### src/rtl/uacc_pkg.sv
// Shared types and constants for the uacc_5 sample accumulator.
package uacc_pkg;

   localparam int IN_W = 5;

   typedef enum logic [1:0] {
      IDLE  = 2'd0,
      ACCUM = 2'd1,
      HOLD  = 2'd2
   } uacc_state_t;

endpackage

### src/rtl/usat_add_w.sv
// Unsigned W-bit + IN_W-bit adder that clamps to all ones on carry-out.
module usat_add_w
   import uacc_pkg::*;
#(
   parameter int W = 8
) (
   input  logic [W-1:0]    i_a,
   input  logic [IN_W-1:0] i_b,
   output logic [W-1:0]    o_sum,
   output logic            o_sat
);

   logic [W:0] w_full;

   always_comb begin
      w_full = {1'b0, i_a} + {{(W + 1 - IN_W){1'b0}}, i_b};
      if (w_full[W]) begin
         o_sum = {W{1'b1}};
         o_sat = 1'b1;
      end else begin
         o_sum = w_full[W-1:0];
         o_sat = 1'b0;
      end
   end

endmodule

### src/rtl/uacc_5.sv
// Accumulates N_SAMPLES upstream adder results into a saturating ACC_W-bit
// sum and hands it downstream with a valid/ready handshake.
module uacc_5
   import uacc_pkg::*;
#(
   parameter int N_SAMPLES = 4,
   parameter int ACC_W     = 8
) (
   input  logic             i_clk,
   input  logic             i_rst,
   input  logic             i_start,
   input  logic             i_in_valid,
   output logic             o_in_ready,
   input  logic [IN_W-1:0]  i_in_data,
   input  logic             i_in_of,
   output logic             o_out_valid,
   input  logic             i_out_ready,
   output logic [ACC_W-1:0] o_out_sum,
   output logic             o_out_sat,
   output logic             o_out_of
);

   localparam int                CNT_W    = $clog2(N_SAMPLES + 1);
   localparam logic [CNT_W-1:0]  LAST_CNT = CNT_W'(N_SAMPLES - 1);

   uacc_state_t      r_state;
   logic [ACC_W-1:0] r_acc;
   logic [CNT_W-1:0] r_cnt;
   logic             r_sat;
   logic             r_of;
   logic [ACC_W-1:0] w_sum;
   logic             w_sat;

   usat_add_w #(
      .W (ACC_W)
   ) u_add (
      .i_a   (r_acc),
      .i_b   (i_in_data),
      .o_sum (w_sum),
      .o_sat (w_sat)
   );

   // Run FSM with accumulator, sample counter and sticky flags.
   always_ff @(posedge i_clk) begin
      if (i_rst) begin
         r_state <= IDLE;
         r_acc   <= {ACC_W{1'b0}};
         r_cnt   <= {CNT_W{1'b0}};
         r_sat   <= 1'b0;
         r_of    <= 1'b0;
      end else begin
         case (r_state)
            IDLE: begin
               if (i_start) begin
                  r_acc   <= {ACC_W{1'b0}};
                  r_cnt   <= {CNT_W{1'b0}};
                  r_sat   <= 1'b0;
                  r_of    <= 1'b0;
                  r_state <= ACCUM;
               end
            end
            ACCUM: begin
               if (i_in_valid) begin
                  r_acc <= w_sum;
                  r_sat <= r_sat | w_sat;
                  r_of  <= r_of | i_in_of | w_sat;
                  r_cnt <= r_cnt + CNT_W'(1);
                  if (r_cnt == LAST_CNT) begin
                     r_state <= HOLD;
                  end
               end
            end
            HOLD: begin
               // Result values stay put after the handshake until the next start.
               if (i_out_ready) begin
                  r_state <= IDLE;
               end
            end
            default: begin
               r_state <= IDLE;
            end
         endcase
      end
   end

   assign o_in_ready  = (r_state == ACCUM);
   assign o_out_valid = (r_state == HOLD);
   assign o_out_sum   = r_acc;
   assign o_out_sat   = r_sat;
   assign o_out_of    = r_of;

endmodule

### config.mk
export PLATFORM = sky130hd
export DESIGN_NAME = uacc_5
export DESIGN_NICKNAME = d
export VERILOG_FILES = /design/src/rtl/uacc_pkg.sv /design/src/rtl/usat_add_w.sv /design/src/rtl/uacc_5.sv
export SDC_FILE = /design/constraint.sdc
export NUM_CORES = 1
export LEC_CHECK = 0
export ABC_AREA = 1
export CORE_ASPECT_RATIO = 1.1
export CORE_UTILIZATION = 35
export DETAILED_ROUTE_END_ITERATION = 10
export GPL_ROUTABILITY_DRIVEN = 0
export MAX_ROUTING_LAYER = met4
export SLEW_MARGIN = 10
export SYNTH_ARGS = -nofsm -noshare
export SYNTH_HDL_FRONTEND = slang
export SYNTH_HIERARCHICAL = 1
export SYNTH_SLANG_ARGS = --single-unit
export TNS_END_PERCENT = 100
### constraint.sdc
create_clock -name i_clk -period 3.85 [get_ports i_clk]
set_input_delay 0.77 -clock i_clk [delete_from_list [all_inputs] [get_ports i_clk]]
set_output_delay 0.77 -clock i_clk [all_outputs]
set_load 0.01 [all_outputs]
==> impl_metrics.yaml <==
worst_setup_path:
  path_max_fanout: 5
  rr_startpoint: "o_out_sum[0]"
  arrival_ns: 2.48
  cp.required_ns: 4.01
  rr_worst_depth: 9
  timing.rr.end: "o_out_sum[0]"
  worstSetupPathType: "primary input to flop"
  cp-end-kind: "flop"
  cp-start-kind: "primary input"
  worst-r2r-setup-slack_ns: 2.07
clocking:
  cts_htree_levels: 1
  insertion_delay_ns: 0.29
  clk_pin_slew_ns: 0.10
  cts_max_path_buffers: 2
  cts_tree: "yes"
  cts_num_sinks: 15
  post_cts_buffers: 0
  cts_buffers: 3
  ctsHoldBuffers: 0
  postCtsResizedCells: 0
  cts_root_buf: "clkbuf_4"
sta:
  relSlewSlack: 0.668
  skew_ns: 0.00306
  timing.hold.ws_ns: 0.467
  rsz0062_at_grt: "no"
  hold_viol: 0
  setup_tns_ns: 0
  setup_ws_ns: 1.54
  timing.fmax_mhz: 432
  min_period_ns: 2.31
  maxSlewViolCount: 0
  tightestPinTransition_ns: 0.497
  setup_viol: 0
  fin_crit_sh: 0.601
logic_synthesis:
  synth_compound_area_frac: 0.101
  yosysTopAreaCell: "dfxtp_1"
  synth_top_area_frac: 0.310
  synthTopCellsByArea: "dfxtp_1 (31%), nand2_1 (19%), ha_1 (9.1%), a21oi_1 (7.2%), nand3_1 (5.2%)"
  ys_ff_latch: 15
  synth-simple-area-share: 0.408
  yosys_warnings: 6
  syn_inst: 146
  synth_cell_types: 24
  syn_nets: 165
  synthAdderAreaFrac: 0.111
  syn_area_um2: 967
  synthXorXnorAreaFrac: 0
  syn_area_per_cell_um2: 6.62
  synth.area.mux_share: 0
  synth_top_family_by_area: "simple AND/OR/NAND/NOR gates"
  seq_area_frac_synth: 0.310
global_routing:
  grt_pass1_wl_um: 3860
  grt_max_degree: 13
  track_usage: 0.180
  grt_overflow_total: 0
  grt_pass1_vias: 940
  antenna_found_initial: 0
finish:
  nNetsFinal: 191
  final_cell_mix: "nand2_1 (48), clkdlybuf4s50_1 (22), dfxtp_1 (15)"
  syn_to_final_growth_pct: 29.2
  antenna_cells: 0
  drive_gt1_frac: 0.0819
  fin_cells: 202
  finalInstanceArea_mm2: 0.00125
  layout_commonest_cell: "nand2_1"
  final_core_utilization: 0.487
place:
  dp_cells: 198
  placed_area_mm2: 0.00122
  post-place-ws_ns: 1.23
  numPortBuffers: 22
  dp_hpwl_um: 1690
floorplan:
  die-height_um: 57.1
  die_w_um: 52.1
  ios: 23
  initial_core_util: 0.377
  core_area_mm2: 0.00257
  std_cell_rows: 19
  die_area_mm2: 0.00298
power:
  ir_drop_mv: 0.232
  p_leak_nw: 0.564
  finalPower_uw: 500
  p_per_area_mw_per_mm2: 400
detailed_routing:
  drt_iter0_drc: 16
  wl_per_cell_um: 11.2
  drt.antenna.violating_nets: 0
  routed_wirelength_um: 2250
  via_per_inst: 4.88
  drc: 0
  dr.pass1.iters: 4
  vias: 985
run:
  maxCapViolCount: 0
hold_path:
  min_from: "o_out_of"
  min_path_type: "flop to flop"
  holdPathStages: 2
  hold_end: "o_out_of"
outcome:
  status: "finished, final reports clean"
[Yosys cell counts]
| master | number |
|---|---|
| o21ai_0 | 4 |
| inv_1 | 13 |
| o21bai_1 | 1 |
| or2_2 | 2 |
| dfxtp_1 | 15 |
| nand3_2 | 1 |
| or2_0 | 1 |
| or2_1 | 3 |
| nand3_1 | 10 |
| or2_4 | 1 |
| inv_2 | 3 |
| fa_1 | 1 |
| nand4_1 | 1 |
| a21oi_1 | 14 |
| nand2_2 | 1 |
| nor3_1 | 1 |
| clkbuf_1 | 1 |
| nor2_1 | 12 |
| nor2_4 | 1 |
| ha_1 | 7 |
| clkinv_1 | 1 |
| nand2_1 | 48 |
| nand2_4 | 1 |
| nand3b_1 | 3 |
[registers in the layout (all words and copies together), names as in the netlist]
name,flops
o_out_of,1
o_out_sat,1
r_state,2
r_cnt,3
o_out_sum,8
[how the worst max path moves through the flow]
stage / startpoint / endpoint / cells after the start
finish: i_in_data[0] / o_out_sum[0] / 10
CTS: i_in_data[0] / o_out_sum[0] / 10
global route: i_in_data[0] / o_out_sum[0] / 10
global placement: i_in_data[0] / o_out_sum[2] / 11
detailed placement: i_in_data[0] / o_out_sum[0] / 10
floorplan: i_in_data[0] / o_out_sum[0] / 9
[logic make-up after synthesis]
kind of cell             Yosys count
AO/OA/AOI/OAI                     19
buffers and inverters             18
AND/OR/NAND/NOR                   86
flip-flops                        15
adder cells (fa/ha/maj)            8
[power breakdown]
| part | leakage, nW | switching (mW) | internal, mW |
|---|---|---|---|
| clock network | 0.0177 | 0.0570 | 0.0386 |
| logic | 0.425 | 0.122 | 0.0885 |
| registers | 0.122 | 0.0193 | 0.174 |
| total | 0.564 | 0.199 | 0.301 |
[area by class of cell]
type                            count  area [µm²]
Fill cell                         269        1320
Multi-Input combinational cell    113         599
Sequential cell                    15         300
Timing Repair Buffer               22         220
Inverter                           17        63.8
Tap cell                           31        38.8
Clock buffer                        3        22.5
Clock inverter                      1        5.00
[worst max-delay path, stage by stage]
cell and delay (ns):
clkdlybuf4s50_1 0.41, ha_1 0.21, fa_1 0.38, nand2_1 0.09, nand2_1 0.10, nand3_2 0.10, nand2_4 0.06, or2_1 0.21
nand2_1 0.07, a21oi_1 0.07
[routing by layer]
layer  part of all wire  global-route usage
met5                  0                   -
met3              0.033              0.0400
met4              0.012              0.0811
met1               0.49               0.211
met2               0.46               0.288
Note: power is estimated with default switching activity, not from simulation.
